===== src/rtl/uart_pkg.sv =====
// Shared UART definitions: parity encodings, frame constants and the Tx FSM states.
package uart_pkg;
  localparam logic [1:0] PAR_NONE = 2'b00;
  localparam logic [1:0] PAR_ODD  = 2'b01;
  localparam logic [1:0] PAR_EVEN = 2'b10;

  localparam logic STOP_ONE = 1'b0;
  localparam logic STOP_TWO = 1'b1;
  localparam logic LEN_7    = 1'b0;
  localparam logic LEN_8    = 1'b1;

  typedef enum logic [2:0] {IDLE, WAIT, START, DATA, PARITY, STOP} tx_state_t;
endpackage


===== src/rtl/uart_parity_gen.sv =====
// Combinational masked XOR-reduce parity generator, shared by the Tx and Rx paths.
module uart_parity_gen
  import uart_pkg::*;
#(
  parameter int DATA_W = 8
) (
  input  logic [DATA_W-1:0] i_data,
  input  logic              i_data_length,
  input  logic [1:0]        i_parity_type,
  output logic              o_parity
);
  logic [DATA_W-1:0] w_mask;
  logic              w_xor;

  // Short frames drop the MSB from the parity calculation.
  assign w_mask = (i_data_length == LEN_8) ? {DATA_W{1'b1}} : {1'b0, {(DATA_W-1){1'b1}}};
  assign w_xor  = ^(i_data & w_mask);

  always_comb begin
    o_parity = 1'b0;
    case (i_parity_type)
      PAR_ODD:  o_parity = ~w_xor;
      PAR_EVEN: o_parity = w_xor;
      default:  o_parity = 1'b0;
    endcase
  end
endmodule


===== src/rtl/uart_tx_frame_piso.sv =====
// UART transmit framer: latches a byte and config on send, then shifts start/data/parity/stop
// out LSB-first, advancing one bit per baud_tick.
module uart_tx_frame_piso
  import uart_pkg::*;
#(
  parameter int DATA_W = 8
) (
  input  logic              clock,
  input  logic              reset,
  input  logic              baud_tick,
  input  logic              send,
  input  logic [DATA_W-1:0] data_in,
  input  logic [1:0]        parity_type,
  input  logic              stop_bits,
  input  logic              data_length,
  output logic              data_tx,
  output logic              active_flag,
  output logic              done_flag
);
  localparam int CNT_W = $clog2(DATA_W + 1);

  tx_state_t         r_state, w_state;
  logic              r_tx, w_tx;
  logic              r_active, w_active;
  logic              r_done, w_done;
  logic [DATA_W-1:0] r_shift, w_shift;
  logic [CNT_W-1:0]  r_bitcnt, w_bitcnt;
  logic              r_stopcnt, w_stopcnt;
  logic [1:0]        r_par_type, w_par_type;
  logic              r_stop, w_stop;
  logic              r_len, w_len;
  logic              r_parity, w_parity;

  logic [DATA_W-1:0] w_din_masked;
  logic              w_par_bit;
  logic              w_par_en;
  logic [CNT_W-1:0]  w_nbits;

  assign w_din_masked = (data_length == LEN_8) ? data_in : {1'b0, data_in[DATA_W-2:0]};
  assign w_par_en     = (r_par_type == PAR_ODD) || (r_par_type == PAR_EVEN);
  assign w_nbits      = (r_len == LEN_8) ? CNT_W'(DATA_W) : CNT_W'(DATA_W - 1);

  uart_parity_gen #(.DATA_W(DATA_W)) u_par (
    .i_data        (data_in),
    .i_data_length (data_length),
    .i_parity_type (parity_type),
    .o_parity      (w_par_bit)
  );

  always_ff @(posedge clock) begin
    if (reset) begin
      r_state    <= IDLE;
      r_tx       <= 1'b1;
      r_active   <= 1'b0;
      r_done     <= 1'b0;
      r_shift    <= '0;
      r_bitcnt   <= '0;
      r_stopcnt  <= 1'b0;
      r_par_type <= PAR_NONE;
      r_stop     <= STOP_ONE;
      r_len      <= LEN_7;
      r_parity   <= 1'b0;
    end else begin
      r_state    <= w_state;
      r_tx       <= w_tx;
      r_active   <= w_active;
      r_done     <= w_done;
      r_shift    <= w_shift;
      r_bitcnt   <= w_bitcnt;
      r_stopcnt  <= w_stopcnt;
      r_par_type <= w_par_type;
      r_stop     <= w_stop;
      r_len      <= w_len;
      r_parity   <= w_parity;
    end
  end

  // data_tx is the registered image of the bit chosen at each tick, so every transition
  // below also selects the line level for the following bit period.
  always_comb begin
    w_state    = r_state;
    w_tx       = r_tx;
    w_active   = r_active;
    w_done     = 1'b0;
    w_shift    = r_shift;
    w_bitcnt   = r_bitcnt;
    w_stopcnt  = r_stopcnt;
    w_par_type = r_par_type;
    w_stop     = r_stop;
    w_len      = r_len;
    w_parity   = r_parity;
    case (r_state)
      IDLE: begin
        w_tx = 1'b1;
        if (send) begin
          w_state    = WAIT;
          w_active   = 1'b1;
          w_shift    = w_din_masked;
          w_par_type = parity_type;
          w_stop     = stop_bits;
          w_len      = data_length;
          w_parity   = w_par_bit;
          w_bitcnt   = '0;
          w_stopcnt  = 1'b0;
        end
      end
      WAIT: if (baud_tick) begin
        w_state = START;
        w_tx    = 1'b0;
      end
      START: if (baud_tick) begin
        w_state  = DATA;
        w_tx     = r_shift[0];
        w_shift  = r_shift >> 1;
        w_bitcnt = CNT_W'(1);
      end
      DATA: if (baud_tick) begin
        if (r_bitcnt == w_nbits) begin
          w_stopcnt = 1'b0;
          if (w_par_en) begin
            w_state = PARITY;
            w_tx    = r_parity;
          end else begin
            w_state = STOP;
            w_tx    = 1'b1;
          end
        end else begin
          w_tx     = r_shift[0];
          w_shift  = r_shift >> 1;
          w_bitcnt = r_bitcnt + 1'b1;
        end
      end
      PARITY: if (baud_tick) begin
        w_state   = STOP;
        w_tx      = 1'b1;
        w_stopcnt = 1'b0;
      end
      STOP: if (baud_tick) begin
        if (r_stopcnt == r_stop) begin
          w_state  = IDLE;
          w_done   = 1'b1;
          w_active = 1'b0;
          w_tx     = 1'b1;
        end else begin
          w_stopcnt = 1'b1;
        end
      end
      default: w_state = IDLE;
    endcase
  end

  assign data_tx     = r_tx;
  assign active_flag = r_active;
  assign done_flag   = r_done;
endmodule

===== config.mk =====
export PLATFORM = sky130hd
export DESIGN_NAME = uart_tx_frame_piso
export DESIGN_NICKNAME = d
export VERILOG_FILES = /design/src/rtl/uart_pkg.sv /design/src/rtl/uart_parity_gen.sv /design/src/rtl/uart_tx_frame_piso.sv
export SDC_FILE = /design/constraint.sdc
export NUM_CORES = 1
export LEC_CHECK = 0
export ABC_AREA = 1
export BUFFER_PORTS_ARGS = -buffer_cell sky130_fd_sc_hd__buf_2
export CAP_MARGIN = 15
export CORE_ASPECT_RATIO = 0.5
export CORE_UTILIZATION = 35
export CTS_CLUSTER_SIZE = 25
export DETAILED_ROUTE_END_ITERATION = 10
export GPL_TIMING_DRIVEN = 0
export HOLD_SLACK_MARGIN = 0.03
export PLACE_DENSITY = 0.59
export SLEW_MARGIN = 20
export SYNTH_ARGS = -nofsm -noshare
export SYNTH_HDL_FRONTEND = slang
export SYNTH_SLANG_ARGS = --single-unit

===== constraint.sdc =====
create_clock -name clock -period 1.4 [get_ports clock]
set_input_delay 0.14 -clock clock [delete_from_list [all_inputs] [get_ports clock]]
set_output_delay 0.14 -clock clock [all_outputs]
set_load 0.005 [all_outputs]

# [Word level (Yosys, flattened, before mapping)]
# Cells that the tools add are included.
[op_classes] n_addsub=1 multipliers=0 div_mod_pow=0 order_cmp=0 eq_ne=21 n_shift=0 muxes=44 bitwise=4 n_reduce_logical=14
[ops] cell="8-bit two-way mux" count=6
[ops] cell="3-bit two-way mux" count=8
[ops] cell="8-bit case mux with 3 select lines" count=1
[ops] cell="4-bit two-way mux" count=5
[ops] cell="2-bit inequality test, second input constant" count=10
[ops] cell="1-bit two-way mux" count=18
[ops] cell="3-bit case mux with 6 select lines" count=1
[ops] cell="7-bit AND reduction" count=2
[ops] cell="4-bit case mux with 3 select lines" count=1
[ops] cell="8-bit bitwise AND" count=1
[ops] cell="8-bit AND reduction" count=1
[ops] cell="8-bit parity" count=1
[ops] cell="3-bit by 2-bit equality test with 1-bit output, second input constant" count=2
[ops] cell="3-bit equality test, second input constant" count=2
[ops] cell="1-bit case mux with 6 select lines" count=1
[ops] cell="6-bit nonzero test" count=1
[ops] cell="5-bit AND reduction" count=1
[ops] cell="4-bit by 1-bit adder with 4-bit output, second input constant" count=1
[ops] cell="2-bit by 1-bit equality test with 1-bit output, second input constant" count=2
[ops] cell="2-bit equality test, second input constant" count=2
[ops] cell="4-bit equality test" count=1
[ops] cell="1-bit case mux with 2 select lines" count=2
[ops] cell="1-bit case mux with 4 select lines" count=1
[ops] cell="4-bit AND reduction" count=1
[ops] cell="10 further kinds" count=12
[word_totals] regBits=24 latch_bits=0 mem_bits_rw=0 romBits=0 in_bits=16 memories=0

# [Logic depth before layout (Yosys ltp)]
[depth] ltp_word=6 depth_mapped=11

# [Modules after synthesis]
# Synthesis repeated with hierarchy kept, for this count alone.
[unflattened] hier_cells=264 area_unflattened_um2=1630.3
[modules_own_cells] module="uart_tx_frame_piso" instances=1 cells_per_inst=212 area_each_um2=1417.6
[modules_own_cells] module="uart_parity_gen" instances=1 cells_per_inst=52 area_each_um2=212.7

# [Least setup slack after synthesis]
# No wires, ideal clock.
[synth_timing] path_kind="flip-flop to flip-flop" startpoint="reg r_state[2]" endpoint="reg r_bitcnt[0]" setup_ns=0.136 arrival_time_ns=1.223 slack_ns=0.041 stages_incl_launch_ff=9 n_path_buf=2 path_cell_list="dfxtp_1 -> buf_6 -> inv_1 -> nand2_1 -> o21ai_4 -> nand2_8 -> buf_12 -> nand2_2 -> a21oi_2"
[synth_between] elab_chain_len=3 elab_cells_between_ends=10 classes_between="6 x eq/ne; 1 x mux; 3 x reduce/logical"
[synth_rtl] item="from (decl)" line_no="uart_tx_frame_piso.sv:22" rtl="tx_state_t r_state, w_state;"
[synth_rtl] item="from (signal assigned)" line_no="uart_tx_frame_piso.sv:64" rtl="r_state <= w_state;"
[synth_rtl] item="3-bit by 2-bit equality test with 1-bit output / 3-bit logical NOT (equally long branches)" line_no="uart_tx_frame_piso.sv:92" rtl="case (r_state)"
[synth_rtl] item="2-bit inequality test (no source line) / 3-bit nonzero test (equally long branches)"
[synth_rtl] item="5-bit AND reduction (no source line)"
[synth_rtl] item="to (signal assigned)" line_no="uart_tx_frame_piso.sv:69" rtl="r_bitcnt <= w_bitcnt;"
[synth_rtl] item="to (decl)" line_no="uart_tx_frame_piso.sv:27" rtl="logic [CNT_W-1:0] r_bitcnt, w_bitcnt;"
# Several ways; a longest one is shown, not always the timed one.
# A chain may end at the register's enable or synchronous reset.

# [Worst setup path in the final report]
[layout_timing] startpoint="reg r_state[0]" endpoint="reg r_bitcnt[3]"
# Same word-level chain as after synthesis.

==> metrics.txt <==
status finished clean; TritonRoute pass-1 iters 4; CTS root buf clkbuf_8; vias ~1500; std cell rows 16; Post-DP HPWL 2.58 mm; htree depth 1; Clock Latency Late Sink 270 ps; Core ar. 4080 um^2; commonest cells after routing, fill and taps aside nand2_1, inv_1, nand3_1, dfxtp_1, buf_2; max cap viols 0; CTS sink cnt 24; Power, Total around 3.8 mW; Crit-path slowest cell dfxtp_4; worst-margin pin slew between 500 and 600 ps; CP cell instances nor2_4 > inv_2 > nor2_4 > nand2_4 > o21ai_4 > nand2_8 > buf_12 > nand2_4 > a21oi_2; Starting Density 0.381; largest net degree at the start of global routing 15; die area 4730 um^2; IO Count 19; drt initial violations 56; final setup fails 0; sequential area share after synthesis 0.309; Tcrit/Tclk final 0.999; synth unique cells 28; Hold EP r_bitcnt[1]$_SDFFE_PP0P_; Max Clock Freq just over 0.7 GHz; startpoint types register; crit end category register; leakage power between 0.9 and 1 nW; Clock transition at path regs roughly 90 ps; vias in the first global route around 1300; worst r2r path cells 9; worst r2r src r_state[0]$_SDFFE_PP0P_; initial antenna violation count 0; share of post-route cells with drive strength above 1 0.293; Routed Antenna Nets 0; Die H about 49 um; hold path cells 2; RSZ-0062 raised after global routing true; # fillers ~420; Worst Slack Setup Final approximately 1.7 ps; DR WL/cell about 11 um; CTS tree built; final count of pins violating max slew 0; total grt overflow 0; final core occ 0.489; final hold slack between 90 and 100 ps; setup slack, reg-to-reg 2 ps; Nets just under 300; Slew headroom 0.605; first-pass GRT wire length ~6.0 mm; Hold Fails Final Rpt 0; fin crit period approximately 1400 ps; Clock Path Buffers 2; Avg Cell Area, Syn roughly 6.6 um^2; Post-Layout Inst Area ~2000 um^2; dpl cell area about 1700 um^2; syn nets roughly 250; Ys Warns 0; Hold Crit Class in -> reg; Die Wd between 90 and 100 um; antenna cell count 0; Worst EP required between 1500 and 2000 ps; Vias/cell 4.72; RD Place Congestion ~0.86; worst clock skew 3.03 ps; Hold Startpoint reset; Mapped Cells between 200 and 250; WP data arrival about 1500 ps; Crit Path Category reg -> reg; DR DRC count 0; buffers added on ports 18; total CTS buffers 3; commonest non-fill, non-tap cell in the layout nand2_1; cell area power density 1880 nW/um^2; total wire length around 3.7 mm; Post-Syn Area between 1500 and 2000 um^2; area grow syn2layout 28.5%; Post-Place Worst Slack -144 ps; GRT Overall Usage 0.165; Seq cells post-synth 24; CP max FO 5; max incr delay on CP between 300 and 400 ps; Crit Reg-Reg Endpoint r_bitcnt[3]$_SDFFE_PP0P_; Max IR drop VDD roughly 0.6 mV
[where the power goes]
| group | total [mW] | switching [mW] | internal (mW) |
|---|---|---|---|
| logic | 2.03 | 1.14 | 0.883 |
| clock network | 0.618 | 0.236 | 0.382 |
| registers | 1.12 | 0.210 | 0.906 |
| total | 3.76 | 1.59 | 2.17 |
[layout make-up]
class                      count  area [um^2]  share of cell area
multi-input combinational    177          973               0.487
clock buffer                   3         41.3              0.0207
inverter                      32          133              0.0664
tap                           54         67.6              0.0338
timing repair buffer          32          220               0.110
clock inverter                 1         30.0              0.0150
sequential                    24          498               0.249
buffer                         4         35.0              0.0175
[how the worst max path moves through the flow]
stage | start | endpoint | slack, ps | cells past startpoint
final | r_state[0]$_SDFFE_PP0P_ | r_bitcnt[3]$_SDFFE_PP0P_ | 2 | 9
after global routing | r_bitcnt[1]$_SDFFE_PP0P_ | r_bitcnt[0]$_SDFFE_PP0P_ | -60 | 8
after CTS | r_state[2]$_SDFFE_PP0P_ | r_bitcnt[3]$_SDFFE_PP0P_ | 1 | 9
after detailed placement | r_state[1]$_SDFFE_PP0P_ | r_state[0]$_SDFFE_PP0P_ | -140 | 10
after global placement | r_state[0]$_SDFFE_PP0P_ | r_bitcnt[0]$_SDFFE_PP0P_ | -150 | 9
after floorplan | r_state[2]$_SDFFE_PP0P_ | r_bitcnt[0]$_SDFFE_PP0P_ | 40 | 8
[repair_timing]
action | in CTS | in global routing
resized for setup | 8 | 23
endpoints found under the setup margin | 18 | 17
hold buffers | 0 | 0
buffers inserted | 6 | 7
pin swaps | 4 | 14
gates cloned | 0 | 2
[critical path, delay by kind of cell (launching register included)]
family	cells	cell delay [ps]
and+or+nand+nor	5	470
buffers and inverters	2	230
DFF	1	370
AOI/OAI and AO/OA	2	180
[state kept, by name, indices dropped and copies added, names as in the netlist, 2 cells and up]
register    flops
r_shift         8
r_bitcnt        4
r_par_type      2
r_state         3
[cells in the mapped netlist]
master    instances  share of area
inv_1            27          0.065
o21ai_0          16          0.051
a21oi_2          10          0.056
nor3_1            3         0.0097
nand3_2           1         0.0064
nor2_8            1          0.013
buf_1             1         0.0024
nor2_4            1         0.0072
a21oi_1          12          0.039
nand2_8           1          0.013
buf_2             1         0.0032
nor2_1           17          0.041
clkbuf_1          1         0.0024
nand2_4           2          0.014
nand4_1           3          0.012
nand3_1          18          0.058
buf_12            1          0.013
nand2_2           7          0.028
nor2_2            1         0.0040
nand2_1          71           0.17
o21ai_4           1          0.010
o21ai_1           7          0.023
dfxtp_1          24           0.31
inv_2             4         0.0097
xor2_1            3          0.017
buf_6             1         0.0072
clkinv_4          1         0.0056
ha_1              1         0.0080
[routing by layer]
metal,GRT usage,vias to the layer above,part of all wire
met5,0,-,0
met4,0.0423,0,0.014
met3,0.0405,6,0.028
met2,0.246,24,0.43
met1,0.237,677,0.52
li1,-,835,-
[cell families after synthesis]
| group | Yosys count | share of synthesized area |
|---|---|---|
| xor+xnor | 3 | 0.0169 |
| flops | 24 | 0.309 |
| fa+ha+maj | 1 | 0.00804 |
| buf+inv | 37 | 0.109 |
| simple gates | 126 | 0.378 |
| compound gates | 46 | 0.179 |
[per-stage QoR]
stage / setup TNS, ps / cells
after global placement: -1510 / 309
after global routing: -559 / 327
final: 0 / 327
after floorplan: 0 / 237
after detailed placement: -1520 / 309
after CTS: 0 / 319
No activity file was read; power rests on OpenSTA's default activity.
